## config.mk

```make
export PLATFORM = sky130hd
export DESIGN_NAME = norm_shift_stage
export DESIGN_NICKNAME = d
export VERILOG_FILES = /design/src/rtl/norm_shift_stage.sv
export SDC_FILE = /design/constraint.sdc
export NUM_CORES = 1
export LEC_CHECK = 0
export ABC_AREA = 1
export CORE_MARGIN = 5
export CORE_UTILIZATION = 25
export CTS_CLUSTER_DIAMETER = 40
export CTS_CLUSTER_SIZE = 20
export DETAILED_ROUTE_END_ITERATION = 16
export GPL_ROUTABILITY_DRIVEN = 0
export PLACE_DENSITY = 0.45
export SYNTH_ARGS = -nofsm -noshare
export SYNTH_HDL_FRONTEND = slang
export SYNTH_SLANG_ARGS = --single-unit
```

## constraint.sdc

```tcl
create_clock -name clk_i -period 2.34 [get_ports clk_i]
set_input_delay 0.234 -clock clk_i [delete_from_list [all_inputs] [get_ports clk_i]]
set_output_delay 0.234 -clock clk_i [all_outputs]
set_load 0.02 [all_outputs]
```

## src/rtl/norm_shift_stage.sv

```systemverilog
// Iterative left-normalization stage for the pipelined FPU adder.
// Shifts the mantissa left one bit per cycle until it is normalized, subnormal or zero.
package norm_shift_pkg;
    typedef struct packed {
        logic        sign;
        logic [7:0]  exp;
        logic [22:0] mant;
    } float_point_num;
endpackage

module norm_shift_stage
    import norm_shift_pkg::*;
#(
    parameter int unsigned EXP_W  = 8,
    parameter int unsigned MANT_W = 23
) (
    input  logic              clk_i,
    input  logic              rst_ni,
    input  logic              in_valid_i,
    output logic              in_ready_o,
    input  logic              denorm_i,
    input  float_point_num    answer_i,
    input  logic [MANT_W:0]   mant_i,
    input  logic              sign_i,
    input  logic [EXP_W-1:0]  exp_i,
    output logic              out_valid_o,
    input  logic              out_ready_i,
    output float_point_num    answer_o,
    output logic              underflow_o,
    output logic              zero_o
);

    typedef enum logic [1:0] {
        IDLE  = 2'd0,
        SHIFT = 2'd1,
        DONE  = 2'd2
    } state_t;

    state_t            state_q, state_d;
    logic [MANT_W:0]   mant_q, mant_d;
    logic [EXP_W-1:0]  exp_q, exp_d;
    logic              sign_q, sign_d;
    float_point_num    answer_q, answer_d;
    logic              underflow_q, underflow_d;
    logic              zero_q, zero_d;

    always_comb begin
        state_d     = state_q;
        mant_d      = mant_q;
        exp_d       = exp_q;
        sign_d      = sign_q;
        answer_d    = answer_q;
        underflow_d = underflow_q;
        zero_d      = zero_q;

        case (state_q)
            IDLE: begin
                if (in_valid_i) begin
                    underflow_d = 1'b0;
                    zero_d      = 1'b0;
                    if (!denorm_i) begin
                        answer_d = answer_i;
                        state_d  = DONE;
                    end else begin
                        mant_d  = mant_i;
                        exp_d   = exp_i;
                        sign_d  = sign_i;
                        state_d = SHIFT;
                    end
                end
            end
            SHIFT: begin
                // Priority: zero, normalized, subnormal floor, then shift once more.
                if (mant_q == '0) begin
                    answer_d.sign = sign_q;
                    answer_d.exp  = '0;
                    answer_d.mant = '0;
                    zero_d        = 1'b1;
                    state_d       = DONE;
                end else if (mant_q[MANT_W]) begin
                    answer_d.sign = sign_q;
                    answer_d.exp  = exp_q;
                    answer_d.mant = mant_q[MANT_W-1:0];
                    state_d       = DONE;
                end else if (exp_q <= EXP_W'(1)) begin
                    answer_d.sign = sign_q;
                    answer_d.exp  = '0;
                    answer_d.mant = mant_q[MANT_W-1:0];
                    underflow_d   = 1'b1;
                    state_d       = DONE;
                end else begin
                    mant_d = mant_q << 1;
                    exp_d  = exp_q - EXP_W'(1);
                end
            end
            DONE: begin
                if (out_ready_i) begin
                    state_d = IDLE;
                end
            end
            default: state_d = IDLE;
        endcase
    end

    always_ff @(posedge clk_i or negedge rst_ni) begin
        if (!rst_ni) begin
            state_q     <= IDLE;
            mant_q      <= '0;
            exp_q       <= '0;
            sign_q      <= 1'b0;
            answer_q    <= '0;
            underflow_q <= 1'b0;
            zero_q      <= 1'b0;
        end else begin
            state_q     <= state_d;
            mant_q      <= mant_d;
            exp_q       <= exp_d;
            sign_q      <= sign_d;
            answer_q    <= answer_d;
            underflow_q <= underflow_d;
            zero_q      <= zero_d;
        end
    end

    assign in_ready_o  = (state_q == IDLE);
    assign out_valid_o = (state_q == DONE);
    assign answer_o    = answer_q;
    assign underflow_o = underflow_q;
    assign zero_o      = zero_q;

endmodule

```

==> results list, run 1 <==
- The run finished with clean final reports.
- Setup-failing EPs final: 0
- By startpoint and endpoint, the worst setup path is classified as flop to flop.
- The Yosys step of the flow raised 0 warnings.
- Number of iterations in the first detailed-routing pass: 5
- Count of antenna-violating nets left after detailed routing: 0
* Fmax: 502 MHz
- Number of instances in the synthesized netlist: 550
* Leakage component of the power: 0.00266 uW
- The post-route netlist has 6.88% of its cells at a drive strength greater than 1.
- Number of max-cap violations: 0
- Number of I/O pins: 106
* Final clock skew: 5.56 ps
- Final critical delay including setup and external delays: 1990 ps
- During placement, the flow inserted port buffers numbering 105.
* Final Cell Area: 5380 sq um
- The routed layout has 3838 vias.
* Post-DP HPWL: 9130 um
- For the pin with the worst max-slew slack, the measured transition is 627 ps.
* Post-route worst hold slack: 425 ps
* Top cells by area, synth: dfrtp_1, nand2_1, nand4_1
* Final-stage net count: 722
- Portion of synthesized cell area occupied by the leading cell type: 44.8%
- In this run, the clock network consumes 18.1% of the power.
* Clock transition at path regs: 50 ps
* Level count of the clock H-tree: 3
* Worst IR drop on VDD: 348 uV
- In the global route stage, overall resource usage came out at 13.8%.
- Floorplan Core Area: 15100 sq um
- Setup crit end kind: flop
* Clock tree from TritonCTS: yes
- Buffer levels on the longest clock path: 2
* Number of inserted diodes: 0
- The tree is rooted in a clkbuf_16.
- A synthesized cell averages 7.00 sq um.
- For the worst-skew pair, the clock arrives at the later sink with an insertion delay of 330 ps.
* Cell-internal power: 4000 uW
- Total placed instance area: 5090 sq um
* Relative max-transition margin: 58.2%
- Netlist Area Pre-Place: 3850 sq um
- CP required: 2540 ps
- Row Count: 45
- The final number of hold-violating endpoints was 0.
- After detailed routing, the total wire length is 12200 um.
* Unique masters post-synth: 26
* # resized after CTS: 0
* Maximum number of pins on one net before global-route repair: 67
- Wire length of the first global-routing pass: 19900 um
- Setup slack closes at 347 ps.
* Final period util: 85.2%
- The clock drives 69 sinks.
* Drt drc: 0
- Switching power as a share of total power: 43.6%
- Buffers inserted during clock tree synthesis total 9.
* Number of pins exceeding their max-slew limit in the final report: 0
- dfrtp_1 takes more of the synthesized area than any other cell.
- Critical path fanouts, max: 28
- DIE AREA: 18000 sq um
- Worst min-delay path class: input pin to asynchronous set/reset pin
- Measured along the y axis, the die boundary spans 134 um.
- Synthesized net count: 622
- Arr. time, crit path: 2200 ps
- DRC violation total after the first TritonRoute iteration: 187
* Signed area change from the synthesized netlist to the final layout: 39.6%
- Of the synthesized area, sequential elements account for 44.8%.
* Pwr per Cell Area: 1320 nW/um^2
- Width of the die: 134 um
- Of the total power, registers draw 30.8%.
- The synthesized design contains 69 register bits.
- Routed wire length per instance: 14.5 um
- Share of total power in combinational logic: 51.1%
- Critical Path Source Type: flop
- The total overflow left after global routing is 0.
* Average vias per placed instance: 4.56
- Before CTS, the worst setup slack after placement is 343 ps.
- Net switching power of the design: 3100 uW
* Setup repair after global routing missed its margin: no
- The number of global-route vias before repair was 3928.
* Total negative slack: 0 ps
- Initial antenna violation count: 0
- Starting density of the core: 25.4%
## final timing paths
check                                          endpoint  slack, ps  cells past startpoint                    start
worst max-delay path               exp_q[4]$_DFFE_PN0P_        350                     11     exp_q[0]$_DFFE_PN0P_
worst min register to register  answer_o[0]$_DFFE_PN0P_        470                      2  answer_o[0]$_DFFE_PN0P_
min in group clk_i              answer_o[0]$_DFFE_PN0P_        470                      2  answer_o[0]$_DFFE_PN0P_
max in group asynchronous         mant_q[7]$_DFFE_PN0P_       1260                      3                   rst_ni
worst max register to register     exp_q[4]$_DFFE_PN0P_        350                     11     exp_q[0]$_DFFE_PN0P_
worst min-delay path            answer_o[1]$_DFFE_PN0P_        430                      2                   rst_ni
## logic make-up after synthesis
group	Yosys count	share of synthesized area [%]
and+or+nand+nor	368	40.3
DFF	69	44.8
buffers and inverters	61	7.44
AOI/OAI and AO/OA	49	6.53
adders and majority gates	2	0.650
xor gates and xnor gates	1	0.228
## placed cells by master (no fill, tap or decap)
cell type / n
nand2_4: 1
clkbuf_1: 2
buf_4: 16
inv_1: 26
o21ai_2: 1
nand4_1: 34
dfrtp_1: 69
nand2_1: 262
inv_2: 2
a21oi_1: 7
o21ai_1: 7
clkbuf_16: 9
nand3_1: 33
nor2_2: 5
nand2_2: 3
clkdlybuf4s50_1: 104
ha_1: 2
nor2_1: 26
xor2_1: 1
o21bai_1: 1
clkbuf_8: 3
nand3_2: 1
clkinv_2: 1
o21ai_0: 33
dlygate4sd3_1: 1
or2_2: 1
nor2_4: 1
or2_1: 1
buf_12: 1
## synthesized netlist by cell type, drive strengths merged
library cell and n:
or2 2, nand4 34, nand2 266, xor2 1, inv 28, o21bai 1
buf 26, nor2 32, nand3 34, ha 2, a21oi 7, o21ai 41
dfrtp 69, clkbuf 7
## power by group through the flow
stage | clock [uW] | combinational [uW] | sequential [uW]
4_1_cts | 1330 | 3710 | 2200
2_1_floorplan | 0 | 2090 | 2430
3_3_place_gp | 0 | 3680 | 2190
3_5_place_dp | 0 | 3690 | 2210
6_report | 1280 | 3630 | 2190
5_1_grt | 1380 | 4100 | 2270
## sequential cells by signal, summed over array words and instances (netlist names)
signal,count
answer_o,32
mant_q,24
exp_q,8
state_q,2
sign_q,1
underflow_o,1
zero_o,1
## through the flow
stage,std cells,utilization (%),total power (uW)
after global routing,842,35.5,7760
after global placement,826,33.6,5870
after floorplan,550,-,4520
after detailed placement,826,33.6,5910
after CTS,842,35.5,7230
final,842,35.5,7100
## worst max-delay path, stage by stage (launching register included)
cell     delay (ps)
dfrtp_1         390
inv_1           110
ha_1            240
or2_1           140
nand2_1          60
nor2_2          160
nor2_4           60
nand2_4         140
nand2_2         200
buf_12          230
nand2_1          60
o21ai_1          60
## cell type report
| type | instances | area [sq um] |
|---|---|---|
| well taps | 188 | 235 |
| fillers | 1607 | 9770 |
| clock buffers | 14 | 274 |
| multi-input cells | 420 | 1840 |
| repair buffers | 122 | 1190 |
| inverters | 28 | 105 |
| clock inverters | 1 | 5.00 |
| flip-flops and latches | 69 | 1730 |
## routing by layer
| metal | global-route usage (%) | vias to the layer above | wire length, um |
|---|---|---|---|
| li1 | - | 1961 | - |
| met1 | 18.0 | 1766 | 5610 |
| met2 | 23.4 | 100 | 5840 |
| met3 | 2.55 | 11 | 592 |
| met4 | 4.24 | 0 | 150 |
| met5 | 0 | - | 0 |
## what timing repair did
action | CTS | global route
endpoints found under the hold margin | 34 | 0
hold buffers | 1 | 0
setup buffers | 0 | 0
Power figures use the tool's default switching activity.
==> run 2, diff against run 1 <==
--- a/config.mk
+++ b/config.mk
@@ -13,6 +13,7 @@
 export DETAILED_ROUTE_END_ITERATION = 16
 export GPL_ROUTABILITY_DRIVEN = 0
 export PLACE_DENSITY = 0.45
+export SETUP_SLACK_MARGIN = 0.15
 export SYNTH_ARGS = -nofsm -noshare
 export SYNTH_HDL_FRONTEND = slang
 export SYNTH_SLANG_ARGS = --single-unit
==> results list, run 2 (synthesis gave the netlist of run 1 again) <==
- Critical Path Source Type: flop (unchanged)
- Count of antenna-violating nets left after detailed routing: 0 (unchanged)
- Share of total power in the clock network: 18.0% (was 18.1%)
- Setup crit end kind: flop (unchanged)
- The wire length reported by the detailed router is 12200 um (about the same).
- Final-stage net count: 722 (unchanged)
- The detailed-route vias per instance was 4.55 (was 4.56).
- DIE AREA: 18000 sq um (unchanged)
- The number of slew-limit violations in the final report is 0 (unchanged).
* Post-DP HPWL: 9130 um (unchanged)
- The placeable core region was 15100 sq um (unchanged).
- The number of sinks driven by the clock tree was 69 (unchanged).
* Row Count: 45 (unchanged)
- The largest delay contributor family on the critical path is simple AND/OR/NAND/NOR gates (unchanged).
- The setup TNS is 0 ps (unchanged).
- Total placed instance area: 5090 sq um (unchanged)
- The sequential group share of total power is 30.8% (about the same).
- The power density over the cells came to 1320 nW/um^2 (about the same).
- Switching power as a share of total power: 43.7% (was 43.6%)
- The maximum clock frequency came to 525 MHz (was 502 MHz).
- Setup repair after global routing missed its margin: no (unchanged)
* Drt drc: 0 (unchanged)
- Setup-failing EPs final: 0 (unchanged)
* Final critical delay including setup and external delays: 1910 ps (was 1990 ps)
- Clock tree from TritonCTS: yes (unchanged)
- Sequential cell area: 1730 sq um (unchanged)
- The effective utilization at floorplan is 25.4% (unchanged).
* DRC violation total after the first TritonRoute iteration: 187 (unchanged)
- The worst-case hold slack is 427 ps (was 425 ps).
- Routed wire length per instance: 14.5 um (about the same)
* Clock transition at path regs: 50 ps (about the same)
- The internal power came to 4010 uW (was 4000 uW).
- The number of buffers and inverters on the critical path came to 2 (unchanged).
- The share of final-layout standard cells stronger than drive strength 1 was 6.88% (unchanged).
- The number of filler instances in the final layout was 1607 (unchanged).
- The start-to-end type of the worst setup path is flop to flop (unchanged).
- Worst min-delay path class: input pin to asynchronous set/reset pin (unchanged)
- The max-capacitance violation count is 0 (unchanged).
* Area of the multi-input gates: 1840 sq um (about the same)
* Total global-route track usage: 13.8% (unchanged)
* Most frequent standard cell in the layout excluding fill and tap cells: nand2_1 (unchanged)
* Grt ovf: 0 (unchanged)
- The pin count of the biggest net entering global routing came to 67 (unchanged).
* Number of vias after detailed routing: 3828 (was 3838)
* Critical path fanouts, max: 28 (unchanged)
- Number of iterations in the first detailed-routing pass: 4 (was 5)
- Initial antenna violation count: 0 (unchanged)
- Net switching power of the design: 3100 uW (about the same)
- Result of the run: finished clean (unchanged).
- Later-pin clock latency in the skew report: 330 ps (about the same)
* Vert. Die Dim: 134 um (unchanged)
- Cells traversed along the worst timing path: inv_1, ha_1, or2_1, nand2_1, nor2_2, nor2_4, nand2_4, nand2_4, buf_12, nand2_1, o21ai_1 (was inv_1, ha_1, or2_1, nand2_1, nor2_2, nor2_4, nand2_4, nand2_2, buf_12, nand2_1, o21ai_1)
- Wire length of the first global-routing pass: 19900 um (unchanged)
- The final number of hold-violating endpoints came to 0 (unchanged).
- Worst setup path start: exp_q[0]$_DFFE_PN0P_ (unchanged)
* Pin slew with the least headroom to its limit: 633 ps (was 627 ps)
* Width of the die: 134 um (unchanged)
- Share of total power in combinational logic: 51.2% (was 51.1%)
- The worst voltage drop across the vdd grid is 352 uV (was 348 uV).
- Relative max-transition margin: 57.8% (was 58.2%)
- Signed area change from the synthesized netlist to the final layout: 39.8% (was 39.6%)
- The number of levels the H-tree was split into was 3 (unchanged).
- Slowest stage cell on the critical path: dfrtp_1 (unchanged)
- The delay contributed by the slowest stage of the critical path is 390 ps (about the same).
* CP required: 2540 ps (about the same)
- Final period util: 81.4% (was 85.2%)
- The worst path arrival time was 2110 ps (was 2200 ps).
- The overall power of the completed layout is 7110 uW (was 7100 uW).
* Leakage component of the power: 0.00266 uW (about the same)
- Final clock skew: 5.30 ps (was 5.56 ps)
* Number of I/O pins: 106 (unchanged)
- Master cell of the clock root buffer: clkbuf_16 (unchanged)
- Num CTS Buffers: 9 (unchanged)
- Flip-flop count of the largest register after layout: 32 (unchanged)
- Final Cell Area: 5380 sq um (about the same)
- Commonest non-fill, non-tap cells in the layout: nand2_1, clkdlybuf4s50_1, dfrtp_1 (unchanged).
- Buffer levels on the longest clock path: 2 (unchanged)
- The count of antenna diodes in the layout came to 0 (unchanged).
- The beginning of the worst register-to-register path was exp_q[0]$_DFFE_PN0P_ (unchanged).
* Setup bufs post-CTS: 0 (unchanged)
- Number of buffers inserted by port buffering: 105 (unchanged)
* Number of global-route vias before repair: 3928 (unchanged)
run 2: cell types whose count changed in the layout (fill, tap and decap cells not counted):
cell and delta:
nand2_4 +1, nand2_2 -1
run 2: layout make-up:
cell class,count,area share [%]
flip-flops and latches,69,32.1
clock buffers,14,5.09
multi-input cells,420,34.3
inverters,28,1.95
well taps,188,4.37
clock inverters,1,0.0930
repair buffers,122,22.1
run 2: worst paths after layout:
path                                           endpoint  slack, ps  cells after the start
worst max-delay path               exp_q[4]$_DFFE_PN0P_        430                     11
worst min-delay path            answer_o[1]$_DFFE_PN0P_        430                      2
worst max register to register     exp_q[4]$_DFFE_PN0P_        430                     11
worst min register to register  answer_o[0]$_DFFE_PN0P_        470                      2
max in group asynchronous         mant_q[7]$_DFFE_PN0P_       1260                      3
min in group clk_i              answer_o[0]$_DFFE_PN0P_        470                      2
run 2: metrics by stage:
stage	utilization (%)	std cells	setup WS, ps
2_1_floorplan	-	550	660
3_3_place_gp	33.6	826	408
3_5_place_dp	33.6	826	343
4_1_cts	35.5	842	320
5_1_grt	35.5	842	211
6_report	35.5	842	435
run 2: worst reg2reg max path: cells and delay by family (launching register included):
| family | cells | cell delay (ps) |
|---|---|---|
| buffers and inverters | 2 | 310 |
| flip-flops | 1 | 390 |
| AO/OA/AOI/OAI | 1 | 60 |
| adder cells (fa/ha/maj) | 1 | 240 |
| AND/OR/NAND/NOR | 7 | 780 |
run 2: routing by layer:
| layer | up-vias | share of wire (%) | wire, um | global-route usage, % |
|---|---|---|---|---|
| met4 | 0 | 1.4 | 170 | 4.24 |
| li1 | 1963 | - | - | - |
| met3 | 14 | 4.2 | 514 | 2.55 |
| met1 | 1763 | 46 | 5670 | 18.0 |
| met2 | 88 | 48 | 5860 | 23.4 |
| met5 | - | 0 | 0 | 0 |
run 2: what timing repair did:
item,4_1_cts,5_1_grt
endpoints found under the hold margin,34,0
resized for setup,0,1
setup endpoints to repair,0,3
hold buffers,1,0
run 2: power by group through the flow:
stage | clock [uW] | sequential, uW | combinational [uW]
2_1_floorplan | 0 | 2430 | 2090
3_3_place_gp | 0 | 2190 | 3680
3_5_place_dp | 0 | 2210 | 3690
4_1_cts | 1330 | 2200 | 3710
5_1_grt | 1380 | 2270 | 4110
6_report | 1280 | 2190 | 3640
==> run 3, diff against run 2 <==
==> constraint.sdc (replaced) <==
create_clock -name clk_i -period 1.84 [get_ports clk_i]
set_input_delay 0.184 -clock clk_i [delete_from_list [all_inputs] [get_ports clk_i]]
set_output_delay 0.184 -clock clk_i [all_outputs]
set_load 0.02 [all_outputs]
==> results list, run 3 (synthesis gave the netlist of run 1 again) <==
- Most crowded layer after global routing: met2 (unchanged)
* Post-DP HPWL: 9080 um (was 9130 um)
- Wire length of the first global-routing pass: 20600 um (was 19900 um)
* Number of vias after detailed routing: 3894 (was 3828)
- Number of I/O pins: 106 (unchanged)
* Level count of the clock H-tree: 3 (unchanged)
- The post-route fraction of the period consumed by the critical path came to 93.6% (was 81.4%).
* Number of pins exceeding their max-slew limit in the final report: 0 (unchanged)
* Worst reg2reg setup slack: 120 ps (was 430 ps)
* Met1 track demand over resource in global routing: 18.6% (was 18.0%)
* Pin slew with the least headroom to its limit: 481 ps (was 633 ps)
- DRC violation total after the first TritonRoute iteration: 275 (was 187)
- Master cell of the clock root buffer: clkbuf_16 (unchanged)
- The endpoint of the lowest-slack register-to-register path is answer_o[12]$_DFFE_PN0P_ (was exp_q[4]$_DFFE_PN0P_).
- Total negative slack: 0 ps (unchanged)
- The DRC violations left is 0 (unchanged).
- The layout overhead on the synthesized area is 48.8% (was 39.8%).
- The worst-case hold slack came to 351 ps (was 427 ps).
* Grt met2 use: 24.5% (was 23.4%)
- The type of origin of the critical path is a flop (unchanged).
- The fraction of the core area covered by cells at the end of the flow was 37.8% (was 35.5%).
* Width of the die: 134 um (unchanged)
* Setup crit end kind: flop (unchanged)
- The CTS tree is yes (unchanged).
- Commonest non-fill, non-tap cells in the layout: nand2_1, clkdlybuf4s50_1, dfrtp_1 (unchanged).
- The clock slew at the register clock pins of the worst setup and hold paths was 60 ps (was 50 ps).
- The die height came to 134 um (unchanged).
- Pwr per Cell Area: 1740 nW/um^2 (was 1320 nW/um^2)
- The number of filler instances in the final layout is 1613 (was 1607).
- Critical path fanouts, max: 7 (was 28)
* Post-Place Worst Slack: 110 ps (was 343 ps)
- Setup repair after global routing missed its margin: yes (was no).
* Initial antenna violation count: 0 (unchanged)
* Number of inserted diodes: 0 (unchanged)
- The number of global-route vias before repair is 3983 (was 3928).
* Arr. time, crit path: 1950 ps (was 2110 ps)
* Clock Sink Count: 69 (unchanged)
* Sequential cell area: 1730 sq um (unchanged)
- The number of cells on the worst reg-to-reg path came to 11 (unchanged).
- The maximum clock frequency was 580 MHz (was 525 MHz).
- Starting density of the core: 25.4% (unchanged)
- The pin count of the biggest net entering global routing was 54 (was 67).
- Share of post-route cells with drive strength above 1: 13.4% (was 6.88%)
* Later-pin clock latency in the skew report: 330 ps (about the same)
* Type of the worst setup path: flop to flop (unchanged)
- Count of placed standard cells in the final layout, fillers left out: 859 (was 842)
- The worst voltage drop across the vdd grid is 505 uV (was 352 uV).
* Row Count: 45 (unchanged)
- The final number of hold-violating endpoints was 0 (unchanged).
- Average vias per placed instance: 4.53 (was 4.55)
- DIE AREA: 18000 sq um (unchanged)
- Num CTS Buffers: 9 (unchanged)
- The global router's overall resource usage was 14.5% (was 13.8%).
- Count of antenna-violating nets left after detailed routing: 0 (unchanged)
* Leakage component of the power: 0.00282 uW (was 0.00266 uW)
- Met3 Use GR: 3.11% (was 2.55%)
- Result of the run: finished clean (unchanged).
- The max-capacitance violation count came to 0 (unchanged).
- The total congestion overflow is 0 (unchanged).
- The largest clock skew in the final design is 5.71 ps (was 5.30 ps).
- Number of iterations in the first detailed-routing pass: 4 (unchanged)
* Buffer levels on the longest clock path: 2 (unchanged)
- Most frequent standard cell in the layout excluding fill and tap cells: nand2_1 (unchanged)
- The net count reported at finish was 738 (was 722).
- The post-route minimum period is 1720 ps (was 1910 ps).
- The multi-input gate area in the final layout was 1960 sq um (was 1840 sq um).
* Routed wire length per instance: 15.6 um (was 14.5 um)
* Relative max-transition margin: 68.0% (was 57.8%)
- Final setup slack of the worst path: 117 ps (was 435 ps)
- Number of buffers inserted by port buffering: 105 (unchanged)
* Setup-failing EPs final: 0 (unchanged)
- The number of flip-flops under the largest register name was 32 (unchanged).
* Total detailed-routing wirelength: 13400 um (was 12200 um)
* Worst min-delay path class: input pin to asynchronous set/reset pin (unchanged)
* CP required: 2060 ps (was 2540 ps)
- # placed instances: 834 (was 826)
- The placeable core region came to 15100 sq um (unchanged).
- Launch point of the worst reg-to-reg path: exp_q[0]$_DFFE_PN0P_ (unchanged)
run 3: metal layers:
layer	part of all wire, %	up-vias
met5	0	-
met4	1.4	0
met3	5.7	15
met2	49	97
met1	44	1792
li1	-	1990
run 3: final cells by class:
type / instances / area share (%)
Clock buffer: 11 / 4.06
Clock inverter: 5 / 0.481
Inverter: 28 / 1.83
Multi-Input combinational cell: 420 / 34.2
Sequential cell: 69 / 30.1
Tap cell: 188 / 4.11
Timing Repair Buffer: 138 / 25.2
run 3: how the worst max path moves through the flow:
stage                          from                  endpoint
6_report       exp_q[0]$_DFFE_PN0P_  answer_o[12]$_DFFE_PN0P_
5_1_grt        exp_q[0]$_DFFE_PN0P_   answer_o[4]$_DFFE_PN0P_
4_1_cts        exp_q[0]$_DFFE_PN0P_   answer_o[0]$_DFFE_PN0P_
3_5_place_dp   exp_q[0]$_DFFE_PN0P_  answer_o[10]$_DFFE_PN0P_
3_3_place_gp   exp_q[0]$_DFFE_PN0P_  answer_o[10]$_DFFE_PN0P_
2_1_floorplan  exp_q[0]$_DFFE_PN0P_  answer_o[13]$_DFFE_PN0P_
run 3: report_power, final:
part | switching (uW) | internal (uW)
clock network | 660 | 903
logic | 3190 | 2370
registers | 565 | 2250
total | 4420 | 5520
run 3: critical path, cell delays in order, from the launching register on:
cell,delay (ps)
dfrtp_1,400
inv_2,90
ha_4,130
or2_4,120
nand2_4,50
nor2_4,140
nor2_4,60
nand2_4,110
nand3_4,180
clkbuf_16,230
nand2_1,60
nand2_1,40
run 3: timing repair:
action	CTS	global route
gates resized for setup	4	43
endpoints found under the setup margin	34	65
pin swaps	0	5
cloned	0	6
setup buffers	0	2
hold buffers	1	0
hold endpoints to repair	33	0
run 3: per-stage QoR:
stage / power, uW / cell area [sq um]
after floorplan: 5750 / 3850
after global placement: 7690 / 5180
after detailed placement: 7750 / 5180
after CTS: 9340 / 5460
after global routing: 10800 / 5730
final: 9940 / 5730
